## src/rtl/digital_filter_readout.sv

```systemverilog
// Serial readout of a digital filter: a falling edge on new_data starts a
// WIDTH-bit MSB-first capture through the shift strobe. Completed words go
// into a small first-word-fall-through FIFO. Sticky flags report dropped
// words (overflow) and frame starts that arrive mid-capture (missed).
module digital_filter_readout #(
   parameter int WIDTH = 12,
   parameter int DEPTH = 4
) (
   input  logic                     clk,
   input  logic                     rst_n,
   input  logic                     new_data,
   input  logic                     serial_data_in,
   output logic                     shift,
   output logic                     busy,
   output logic [WIDTH-1:0]         dout,
   output logic                     dout_valid,
   input  logic                     dout_ready,
   output logic [$clog2(DEPTH):0]   level,
   output logic                     overflow,
   output logic                     missed,
   input  logic                     clear_flags
);

   localparam int PTR_W = $clog2(DEPTH);
   localparam int LVL_W = PTR_W + 1;
   localparam int CNT_W = $clog2(WIDTH) + 1;

   typedef enum logic [1:0] {IDLE, SHIFT, PUSH} state_t;

   state_t             state_q, state_d;
   logic               nd_q;
   logic [WIDTH-1:0]   cap_q, cap_d;
   logic [CNT_W-1:0]   cnt_q, cnt_d;
   logic [PTR_W-1:0]   wr_ptr_q, wr_ptr_d;
   logic [PTR_W-1:0]   rd_ptr_q, rd_ptr_d;
   logic [LVL_W-1:0]   level_q, level_d;
   logic               ovf_q, ovf_d;
   logic               missed_q, missed_d;
   logic [WIDTH-1:0]   mem_q [DEPTH];

   logic               frame_start;
   logic               full;
   logic               pop;
   logic               wr_en;

   // The word leaves the FIFO only with a valid head; a full FIFO still
   // accepts a push if the head is consumed on the same edge.
   assign frame_start = nd_q & ~new_data;
   assign full        = (level_q == LVL_W'(DEPTH));
   assign pop         = (level_q != '0) && dout_ready;
   assign wr_en       = (state_q == PUSH) && (!full || pop);

   assign dout        = mem_q[rd_ptr_q];
   assign dout_valid  = (level_q != '0);
   assign level       = level_q;
   assign overflow    = ovf_q;
   assign missed      = missed_q;

   // Capture FSM: next state, shift strobe, busy and serial capture datapath.
   always_comb begin
      state_d = state_q;
      cap_d   = cap_q;
      cnt_d   = cnt_q;
      shift   = 1'b0;
      busy    = 1'b0;
      case (state_q)
         IDLE: begin
            if (frame_start) begin
               state_d = SHIFT;
               cnt_d   = '0;
            end
         end
         SHIFT: begin
            shift = 1'b1;
            busy  = 1'b1;
            cap_d = {cap_q[WIDTH-2:0], serial_data_in};
            cnt_d = cnt_q + 1'b1;
            if (cnt_q == CNT_W'(WIDTH - 1)) begin
               state_d = PUSH;
            end
         end
         PUSH: begin
            busy    = 1'b1;
            state_d = IDLE;
         end
         default: state_d = IDLE;
      endcase
   end

   // Sticky flags and FIFO bookkeeping; clear_flags beats a same-edge set.
   always_comb begin
      ovf_d    = ovf_q;
      missed_d = missed_q;
      if ((state_q == PUSH) && !wr_en) begin
         ovf_d = 1'b1;
      end
      if (frame_start && (state_q != IDLE)) begin
         missed_d = 1'b1;
      end
      if (clear_flags) begin
         ovf_d    = 1'b0;
         missed_d = 1'b0;
      end
      wr_ptr_d = wr_en ? wr_ptr_q + 1'b1 : wr_ptr_q;
      rd_ptr_d = pop   ? rd_ptr_q + 1'b1 : rd_ptr_q;
      case ({wr_en, pop})
         2'b10:   level_d = level_q + 1'b1;
         2'b01:   level_d = level_q - 1'b1;
         default: level_d = level_q;
      endcase
   end

   // Control and capture registers, cleared asynchronously.
   always_ff @(posedge clk or negedge rst_n) begin
      if (!rst_n) begin
         state_q  <= IDLE;
         nd_q     <= 1'b0;
         cap_q    <= '0;
         cnt_q    <= '0;
         wr_ptr_q <= '0;
         rd_ptr_q <= '0;
         level_q  <= '0;
         ovf_q    <= 1'b0;
         missed_q <= 1'b0;
      end else begin
         state_q  <= state_d;
         nd_q     <= new_data;
         cap_q    <= cap_d;
         cnt_q    <= cnt_d;
         wr_ptr_q <= wr_ptr_d;
         rd_ptr_q <= rd_ptr_d;
         level_q  <= level_d;
         ovf_q    <= ovf_d;
         missed_q <= missed_d;
      end
   end

   // FIFO storage; contents only matter while counted in level.
   always_ff @(posedge clk) begin
      if (wr_en) begin
         mem_q[wr_ptr_q] <= cap_q;
      end
   end

endmodule

```

## config.mk

```make
export PLATFORM = sky130hd
export DESIGN_NAME = digital_filter_readout
export DESIGN_NICKNAME = d
export VERILOG_FILES = /design/src/rtl/digital_filter_readout.sv
export SDC_FILE = /design/constraint.sdc
export NUM_CORES = 1
export LEC_CHECK = 0
export BUFFER_PORTS_ARGS = -buffer_cell sky130_fd_sc_hd__buf_4
export CORE_UTILIZATION = 30
export CTS_CLUSTER_DIAMETER = 80
export DETAILED_ROUTE_END_ITERATION = 10
export SYNTH_ARGS = -nofsm -noshare
export SYNTH_HDL_FRONTEND = slang
export SYNTH_SLANG_ARGS = --single-unit
```

## constraint.sdc

```tcl
create_clock -name clk -period 2.7 [get_ports clk]
set_input_delay 0.54 -clock clk [delete_from_list [all_inputs] [get_ports clk]]
set_output_delay 0.54 -clock clk [all_outputs]
set_load 0.02 [all_outputs]
```

### Word-level counts from Yosys, hierarchy flattened

Memories as Yosys holds them, arrays and structs flattened.
Index checks and enable logic that the tools add are counted.

* add/subtract/negate cells: 5
* eq/ne operators: 8
* muxes and demuxes: 14
* bitwise operators: 2
* reductions and logical operators: 17

Operators with widths (count)
* 5-bit case mux with 2 select lines: 1
* 2-bit nonzero test: 5
* 1-bit 2-to-1 mux: 8
* 3-bit case mux with 2 select lines: 1
* 5-bit by 1-bit adder with 5-bit output (second input constant): 1
* 5-bit by 4-bit == test with 1-bit output (second input constant): 1
* 5-bit 2-to-1 mux: 1
* 2-bit by 1-bit adder with 2-bit output (second input constant): 2
* 2-bit by 1-bit == test with 1-bit output (second input constant): 2
* 2-bit == test (second input constant): 2
* 1-bit logical AND: 4
* 2-bit 2-to-1 mux: 2
* 2-bit inequality test (second input constant): 2
* 2-bit case mux with 2 select lines: 1
* 2-bit AND reduction: 2
* 3-bit by 1-bit adder with 3-bit output (second input constant): 1
* 3-bit == test (second input constant): 1
* 3-bit nonzero test: 1
* 3-bit by 1-bit subtractor with 3-bit output (second input constant): 1
* 1-bit logical NOT: 2
* 2-bit logical NOT: 1
* 2-bit OR reduction: 1
* 1-bit bitwise AND: 1
* 1-bit logical OR: 1
* 1-bit NOT: 1

* register bits: 29
* memory bits (writable): 48
* input bits: 6
* output and inout port bits: 20
* logic and storage cells: 56
* memories kept: 1

Memories
* mem_q: words 4, width 12, rd ports 1, clocked after memory_dff 0, write ports 1, RTL line 39 `logic [WIDTH-1:0] mem_q [DEPTH];`

### Longest topological paths before layout

Gate-level depths: netlist of the first run.

* word-level depth: 8
* depth in mapped cells: 8
* mapped depth without buffers: 7

### Worst setup path before layout of the first run

Ideal clock, no wire load.

* path kind: register -> register
* from: register level_q[1] (netlist: level[1])
* to: register level_q[1] (netlist: level[1])
* setup time: 87 ps
* arrival: 2138 ps
* required time: 2613 ps
* path slack: 475 ps
* stages on the path, launching flop included: 8
* buffers on the path: 0
* clock period less this slack: 2225 ps
* cells stage by stage: dfrtp_1 or3_1 nand2_1 or2_1 fa_1 o21ba_2 o211ai_1 a22oi_1

* word-level cells in the longest chain between the ends: 6
* elaborated cells between the ends (all ways): 12
* classes of those cells: add/sub (2); eq/ne (3); mux (1); reduce/logical (6)

RTL lines
* from (decl): RTL line 36 `logic [LVL_W-1:0] level_q, level_d;`
* from (signal assigned): RTL line 132 `level_q <= level_d;`
* 3-bit nonzero test *
* net dout_valid: RTL line 16 `output logic dout_valid,`
* 1-bit logical AND *: RTL line 50 `assign pop = (level_q != '0) && dout_ready;`
* 1-bit logical OR: RTL line 51 `assign wr_en = (state_q == PUSH) && (!full || pop);`
* 1-bit logical AND: RTL line 51
* 2-bit by 1-bit == test with 1-bit output or 2-bit == test (tied branches): RTL line 106 `case ({wr_en, pop})`
* 3-bit case mux with 2 select lines or 2-bit nonzero test (tied branches)

Mark *: on every way through the listed nets, which the timed path passes. The rest lies on a longest branch.
A chain may end at the register's enable or synchronous reset.

### Worst setup path after layout of the first run

* from: register rd_ptr_q[0]
* to: output dout[9]

* word-level cells in the longest chain between the ends: 1

RTL lines
* from (decl): RTL line 35 `logic [PTR_W-1:0] rd_ptr_q, rd_ptr_d;`
* from (signal assigned): RTL line 131 `rd_ptr_q <= rd_ptr_d;`
* memory read 4 x 12 bit
* to (decl): RTL line 15 `output logic [WIDTH-1:0] dout,`

Every way passes these cells.

==> metrics.md, run 1 <==
| Metric | Value |
|---|---|
| WL final | between 5000 and 6000 µm |
| Hold Path Class | input pin to asynchronous set/reset pin |
| Die width | 105.6 µm |
| Most used cell, CP | buf_4 |
| Diodes inserted | 0 |
| Detailed placement HPWL | 3296 µm |
| Core Footprint | between 10000 and 15000 µm² |
| CTS Sinks | 77 |
| Setup TNS | 0 ns |
| Gpl congestion | ~0.76 |
| Worst skew pair latency | ~0.34 ns |
| Setup Skew | ~0.013 ns |
| Root Driver | clkbuf_8 |
| Mapped Area | ~3200 µm² |
| Slowest cell on the critical path | mux4_2 |
| Leakage power total | roughly 1.5 nW |
| Yosys warning total | 0 |
| Mean Syn Cell Area | ~17 µm² |
| CTS tree | yes |
| Vias in the first global route | around 1700 |
| CTS clk-pin slew, worst paths | ~0.080 ns |
| Net count, final | 235 |
| Top delay family on crit path | multiplexers |
| Tightest Pin Transition | between 0.6 and 0.7 ns |
| Antenna-violating nets left | 0 |
| Worst reg-to-reg setup slack | roughly 0.5 ns |
| Slew margin rel. | 59.41% |
| Status | completed |
| I/O pin cnt | 26 |
| RSZ-0062 raised after global routing | no |
| WP data required | between 2 and 2.5 ns |
| Final min period | 2.279 ns |
| Sequential standard cell area | between 2000 and 2500 µm² |
| Total number of vias | between 1500 and 2000 |
| Layout fillers | around 1000 |
| Fin area | around 3800 µm² |
| PostCTS Resize Cnt | 0 |
| Vias/cell | approximately 4.6 |
| PD cells | around 1100 nW/µm² |
| Initial DRC Count | 82 |
| Initial Util | 31.04% |
| Worst Path Buf+Inv | 2 |
| CP arrival | between 1.5 and 2 ns |
| Post-synthesis cell count | between 150 and 200 |
| Overall power | 4.013 mW |
| Initial antenna violation count | 0 |
| Synth-to-Final Area Change | 17.37% |
| Post-synthesis sequential area ratio | 67.31% |
| Worst Setup Start Kind | flip-flop |
| Crit. End Element | output pin |
| Worst VDD drop | 0.4307 mV |
| First-pass GRT wire length | 8728 µm |
| Max-slew violation count | 0 |
| CP Max Fanout | 12 |
| Drt first pass iters | 4 |
| CTS max path bufs | 2 |
| DRC errors left | 0 |
| Buffers on Ports | 25 |
| Multi-input gate area | ~960 µm² |
| Crit Path Category | flip-flop to output pin |
| Synth Net Count | 201 |
| CTS HTree Levels | 3 |
| Layout cells sized above 1 | approximately a third |
| Endpoints failing setup | 0 |
| Total congestion overflow | 0 |
| Peak Freq | about 440 MHz |
| Period utilisation layout | a little over four fifths |
| Final Hold Fails | 0 |
| Hold Buf Count CTS | 0 |
| Routed wire per std cell | between 10 and 15 µm |
| Total Routing Usage GR | between 10% and 20% |
| Setup Buffers After CTS | 0 |
| Die Ht | between 100 and 150 µm |
| Placed cell areas | about 3600 µm² |
| CP peak stage delay | around 0.55 ns |
| Setup WS post-layout | around 0.42 ns |
| Cell Rows | 37 |
| Post-place setup slack | 0.5544 ns |
| Largest net degree at the start of global routing | 30 |
| Max Cap Viol | 0 |
| FF+latch count, synth | 77 |
| Yosys cell types | 43 |
| CP Cell Sequence | buf_4 > mux4_2 > buf_4 |
| Die ar. | between 10000 and 15000 µm² |
| Clock buffer count from CTS | 9 |
## metal layers
| layer | GRT usage, % | wire, µm | up-vias |
|---|---|---|---|
| met1 | 12.74 | 2417 | 839 |
| met4 | 3.274 | 64 | 0 |
| li1 | - | - | 778 |
| met3 | 3.834 | 200 | 8 |
| met5 | 0 | 0 | - |
| met2 | 17.39 | 2581 | 31 |
## synthesized netlist by cell type, drive strengths merged
cell / n / area share [%]
o2bb2a: 1 / 0.31
a32o: 1 / 0.35
nand3: 5 / 0.78
xor2: 2 / 0.54
fa: 1 / 0.62
a211o: 2 / 0.54
nor4b: 1 / 0.47
ha: 8 / 3.1
and3: 3 / 0.58
a211oi: 1 / 0.23
edfxtp: 48 / 45
nor2: 6 / 0.70
nand4bb: 1 / 0.35
dfrtp: 29 / 23
o32ai: 1 / 0.27
o21ba: 2 / 0.62
nor2b: 1 / 0.27
and2: 4 / 0.78
a21oi: 4 / 0.62
o211ai: 2 / 0.47
nand2b: 2 / 0.62
o21bai: 1 / 0.23
mux2: 14 / 5.0
a21o: 2 / 0.47
nor3b: 1 / 0.23
mux4: 12 / 8.4
nand3b: 1 / 0.23
or3: 2 / 0.39
o21ai: 1 / 0.16
a2111oi: 2 / 0.54
or2: 1 / 0.19
a22oi: 1 / 0.23
a221o: 1 / 0.31
inv: 7 / 0.82
nand2: 3 / 0.35
xnor2: 3 / 0.82
buf: 9 / 2.1
## logic make-up after synthesis
kind of cell / Yosys count / synth area share (%)
flip-flops: 77 / 67.31
XOR/XNOR: 5 / 1.361
AO/OA/AOI/OAI: 22 / 5.364
adder cells (fa/ha/maj): 9 / 3.731
buffers and inverters: 16 / 2.876
AND/OR/NAND/NOR: 31 / 5.946
multiplexers: 26 / 13.41
## registers in the layout, summed over array words and instances (netlist names)
register,cells
state_q,2
cnt_q,5
wr_ptr_q,2
mem_q,48
rd_ptr_q,2
level,3
cap_q,12
nd_q,1
missed,1
overflow,1
## final timing paths
check                                   startpoint                      end  depth (start not counted)
setup / recovery           rd_ptr_q[0]$_DFFE_PN0P_                  dout[9]                          3
max in group asynchronous                    rst_n     level[2]$_DFFE_PN0P_                          1
hold / removal                               rst_n  rd_ptr_q[1]$_DFFE_PN0P_                          1
hold reg to reg            rd_ptr_q[0]$_DFFE_PN0P_  rd_ptr_q[0]$_DFFE_PN0P_                          1
setup reg to reg              level[1]$_DFFE_PN0P_     level[1]$_DFFE_PN0P_                          7
min in group clk                          new_data           nd_q$_DFF_PN0_                          1
## report_power, final
group	switching [mW]	total (mW)	leakage, nW	internal (mW)
combinational	0.614	1.26	0.563	0.648
clock	0.413	0.934	0.110	0.521
sequential	0.261	1.82	0.792	1.56
total	1.29	4.01	1.47	2.73
## stage by stage
stage / std cells / hold slack (ns) / utilization [%]
global placement: 345 / 0.4936 / 34.36
global route: 361 / 0.1264 / 36.44
CTS: 361 / 0.1188 / 36.44
detailed placement: 345 / 0.4988 / 34.36
finish: 361 / 0.1130 / 36.44
floorplan: 186 / 0.2444 / -
## cells in the final DEF (no fill, tap or decap), types with 3 or more instances in the layout
cell / synthesis / routed
nand3_1: 5 / 5
and3_1: 3 / 3
mux4_2: 12 / 12
nand2_1: 3 / 3
xnor2_1: 3 / 3
dfrtp_1: 29 / 29
and2_1: 4 / 4
nor2_1: 6 / 6
edfxtp_1: 48 / 48
mux2_1: 8 / 8
ha_1: 8 / 8
clkbuf_8: 0 / 9
a21oi_1: 4 / 4
inv_1: 6 / 6
mux2_2: 5 / 5
buf_4: 1 / 32
## worst reg2reg max path, stage by stage (launching register included)
cell      delay, ns
dfrtp_1        0.46
or3_1          0.44
nand2_1        0.12
or2_1          0.12
fa_1           0.43
o21ba_2        0.25
o211ai_1       0.07
a22oi_1        0.22
## final cells by class
type	instances	share of cell area [%]
inverters	7	0.6954
multi-input cells	93	25.40
clock buffers	10	3.377
flip-flops and latches	77	57.35
well taps	136	4.503
clock inverters	6	2.318
repair buffers	32	6.358
No activity file was read; power rests on OpenSTA's default activity.
==> run 2, diff against run 1 <==
Clock period 2.7 ns to 2.1 ns, I/O delays scaled along.
==> run 2 against run 1 <==
Via count is 3.1% higher. Die area unchanged. Setup slack worse by 0.34 ns. Wire length rose by 3.1%. Final cell count up 2.8%.
==> metrics.md, run 2 (synthesized netlist as in run 1, its figures left out) <==
| Metric | Value |
|---|---|
| Commonest non-fill, non-tap cell in the layout | edfxtp_1 (unchanged) |
| Hold depth | 1 |
| CP arrival | 1.60 ns (was 1.74 ns) |
| Routed wire per std cell | 14.62 µm (was 14.58 µm) |
| Hold path start | new_data |
| Buffers on Ports | 25 (unchanged) |
| Layout cells sized above 1 | 36.60% (was 32.00%) |
| CP peak stage delay | 0.52 ns (was 0.55 ns) |
| I/O pin cnt | 26 (unchanged) |
| Vias/cell | 4.604 (was 4.587) |
| Setup TNS | 0 ns (unchanged) |
| Worst path depth | 3 (unchanged) |
| Antenna-violating nets left | 0 (unchanged) |
| Total number of vias | 1708 (was 1656) |
| Post-place setup slack | 0.07370 ns (was 0.5544 ns) |
| Crit. End Element | output pin (unchanged) |
| Detailed placement HPWL | 3445 µm (was 3296 µm) |
| Max-slew violation count | 0 (unchanged) |
| Period utilisation layout | 96.04% |
| Diodes inserted | 0 (unchanged) |
| First-pass GRT wire length | 9094 µm (was 8728 µm) |
| Initial antenna violation count | 0 (unchanged) |
| CTS HTree Levels | 3 (unchanged) |
| Reg with most FFs | mem_q (unchanged) |
| Max Cap Viol | 0 (unchanged) |
| Total congestion overflow | 0 (unchanged) |
| Initial DRC Count | 67 (was 82) |
| Slew margin rel. | 74.39% (was 59.41%) |
| Net count, final | 245 (was 235) |
| DRC errors left | 0 (unchanged) |
| Final min period | between 2 and 2.5 ns |
| Worst skew pair latency | 0.36 ns (was 0.34 ns) |
| R2R Path Start | level[0]$_DFFE_PN0P_ (was level[1]$_DFFE_PN0P_) |
| Worst Setup Start Kind | flip-flop (unchanged) |
| Overall power | 5.219 mW (was 4.013 mW) |
| Top delay family on crit path | multiplexers (unchanged) |
| CTS max path bufs | 2 (unchanged) |
| Status | completed (unchanged) |
| WP data required | 1.68 ns (was 2.16 ns) |
| Tightest Pin Transition | 0.3744 ns (was 0.6088 ns) |
| Die width | 105.6 µm (unchanged) |
| Largest register FFs | 48 (unchanged) |
| Endpoints failing setup | 0 (unchanged) |
| PD cells | 1350 nW/µm² (was 1062 nW/µm²) |
| Leading cell types in the layout, fill and taps excluded | edfxtp_1, buf_4, dfrtp_1 (unchanged) |
| Root Driver | clkbuf_8 (unchanged) |
| Drt first pass iters | 4 (unchanged) |
| Clock buffer count from CTS | 9 (unchanged) |
| Worst Hold Path EP | nd_q$_DFF_PN0_ |
| Peak Freq | just under 500 MHz |
| Worst Path Buf+Inv | 2 (unchanged) |
| Biggest registers after layout | mem_q: 48 flops, cap_q: 12 flops, cnt_q: 5 flops (unchanged) |
| CTS clk-pin slew, worst paths | 0.08 ns (about the same) |
| WL final | 5425 µm (was 5263 µm) |
| Hold Path Class | input pin to flip-flop (was input pin to asynchronous set/reset pin) |
| CTS Sinks | 77 (unchanged) |
| CTS tree | yes (unchanged) |
| Worst VDD drop | 0.5565 mV (was 0.4307 mV) |
| Leakage power total | 1.507 nW (was 1.465 nW) |
| Setup Skew | 0.01333 ns (was 0.01327 ns) |
| CP Max Fanout | 13 (was 12) |
| Fin Hold WS | 0.1801 ns (was 0.1130 ns) |
| Cell Rows | 37 (unchanged) |
| Die ar. | 11150 µm² (unchanged) |
| Slowest cell on the critical path | mux4_2 (unchanged) |
| Vias in the first global route | 1793 (was 1724) |
| Worst reg-to-reg setup slack | 0.09 ns (was 0.50 ns) |
| Initial Util | 31.04% (unchanged) |
| Total Routing Usage GR | 10.96% (was 10.49%) |
| Fin util | 37.29% (was 36.44%) |
| FF-to-FF path depth | 7 (unchanged) |
| Largest net degree at the start of global routing | 30 (unchanged) |
| Setup WS post-layout | 0.08306 ns (was 0.4206 ns) |
| CP Cell Sequence | buf_12 > mux4_2 > buf_4 (was buf_4 > mux4_2 > buf_4) |
| Gpl congestion | 0.7872 (was 0.7587) |
| Synth-to-Final Area Change | 20.13% (was 17.37%) |
| Die Ht | 105.6 µm (unchanged) |
| Core Footprint | 10370 µm² (unchanged) |
| Final Hold Fails | 0 (unchanged) |
| R2R Path End | level[1]$_DFFE_PN0P_ (unchanged) |
| Crit Path Category | flip-flop to output pin (unchanged) |
-- run 2: changes by cell type in the layout (fill, tap and decap cells not counted), sizes merged --
| cell | previous run | this run |
|---|---|---|
| buf | 32 | 41 |
| bufinv | 2 | 0 |
| clkbuf | 10 | 9 |
| clkinv | 4 | 1 |
| clkinvlp | 0 | 1 |
| dlygate4sd3 | 0 | 1 |
| inv | 7 | 12 |
-- run 2: stage by stage --
step | cell area (µm²) | std cells
final | 3867 | 371
after global routing | 3867 | 371
after CTS | 3827 | 368
after detailed placement | 3628 | 351
after global placement | 3628 | 351
after floorplan | 3227 | 186
-- run 2: final cells by class --
class,count,area [µm²]
timing repair buffer,42,334.1
multi-input combinational,93,978.4
tap,136,170.2
inverter,7,26.28
fill,993,6502
clock buffer,9,123.9
sequential,77,2170
clock inverter,7,65.06
-- run 2: worst max-delay path by stage --
stage | startpoint | end | slack (ns)
after floorplan | level[1]$_DFFE_PN0P_ | level[1]$_DFFE_PN0P_ | 0.002
after global placement | level[1]$_DFFE_PN0P_ | level[1]$_DFFE_PN0P_ | 0.12
after detailed placement | level[1]$_DFFE_PN0P_ | level[1]$_DFFE_PN0P_ | 0.07
after CTS | rd_ptr_q[0]$_DFFE_PN0P_ | dout[8] | 0.03
after global routing | level[0]$_DFFE_PN0P_ | level[1]$_DFFE_PN0P_ | -0.02
final | rd_ptr_q[0]$_DFFE_PN0P_ | dout[9] | 0.08
-- run 2: worst reg2reg max path, cell delays in order (launching register included) --
cell	delay, ns
dfrtp_2	0.41
or3_4	0.41
nand2_4	0.07
or2_1	0.11
fa_1	0.44
o21ba_4	0.23
o211ai_1	0.07
a22oi_1	0.18
-- run 2: per-layer routing --
metal	GRT usage [%]	up-vias	wire length [µm]
met5	0	-	0
met4	4.167	0	51
met3	3.958	6	202
met2	17.39	28	2768
met1	13.72	872	2402
li1	-	802	-
-- run 2: report_power, final --
part	total, mW	switching, mW	internal [mW]	leakage (nW)
registers	2.26	0.255	2.01	0.790
logic	1.90	0.913	0.985	0.623
clock network	1.06	0.602	0.460	0.0947
total	5.22	1.77	3.45	1.51
-- run 2: timing repair --
action                     in CTS  in global routing
setup endpoints to repair       0                  3
buffers inserted                0                  3
hold buffers                    1                  0
hold endpoints to repair       29                  0
gates resized for setup         0                  4
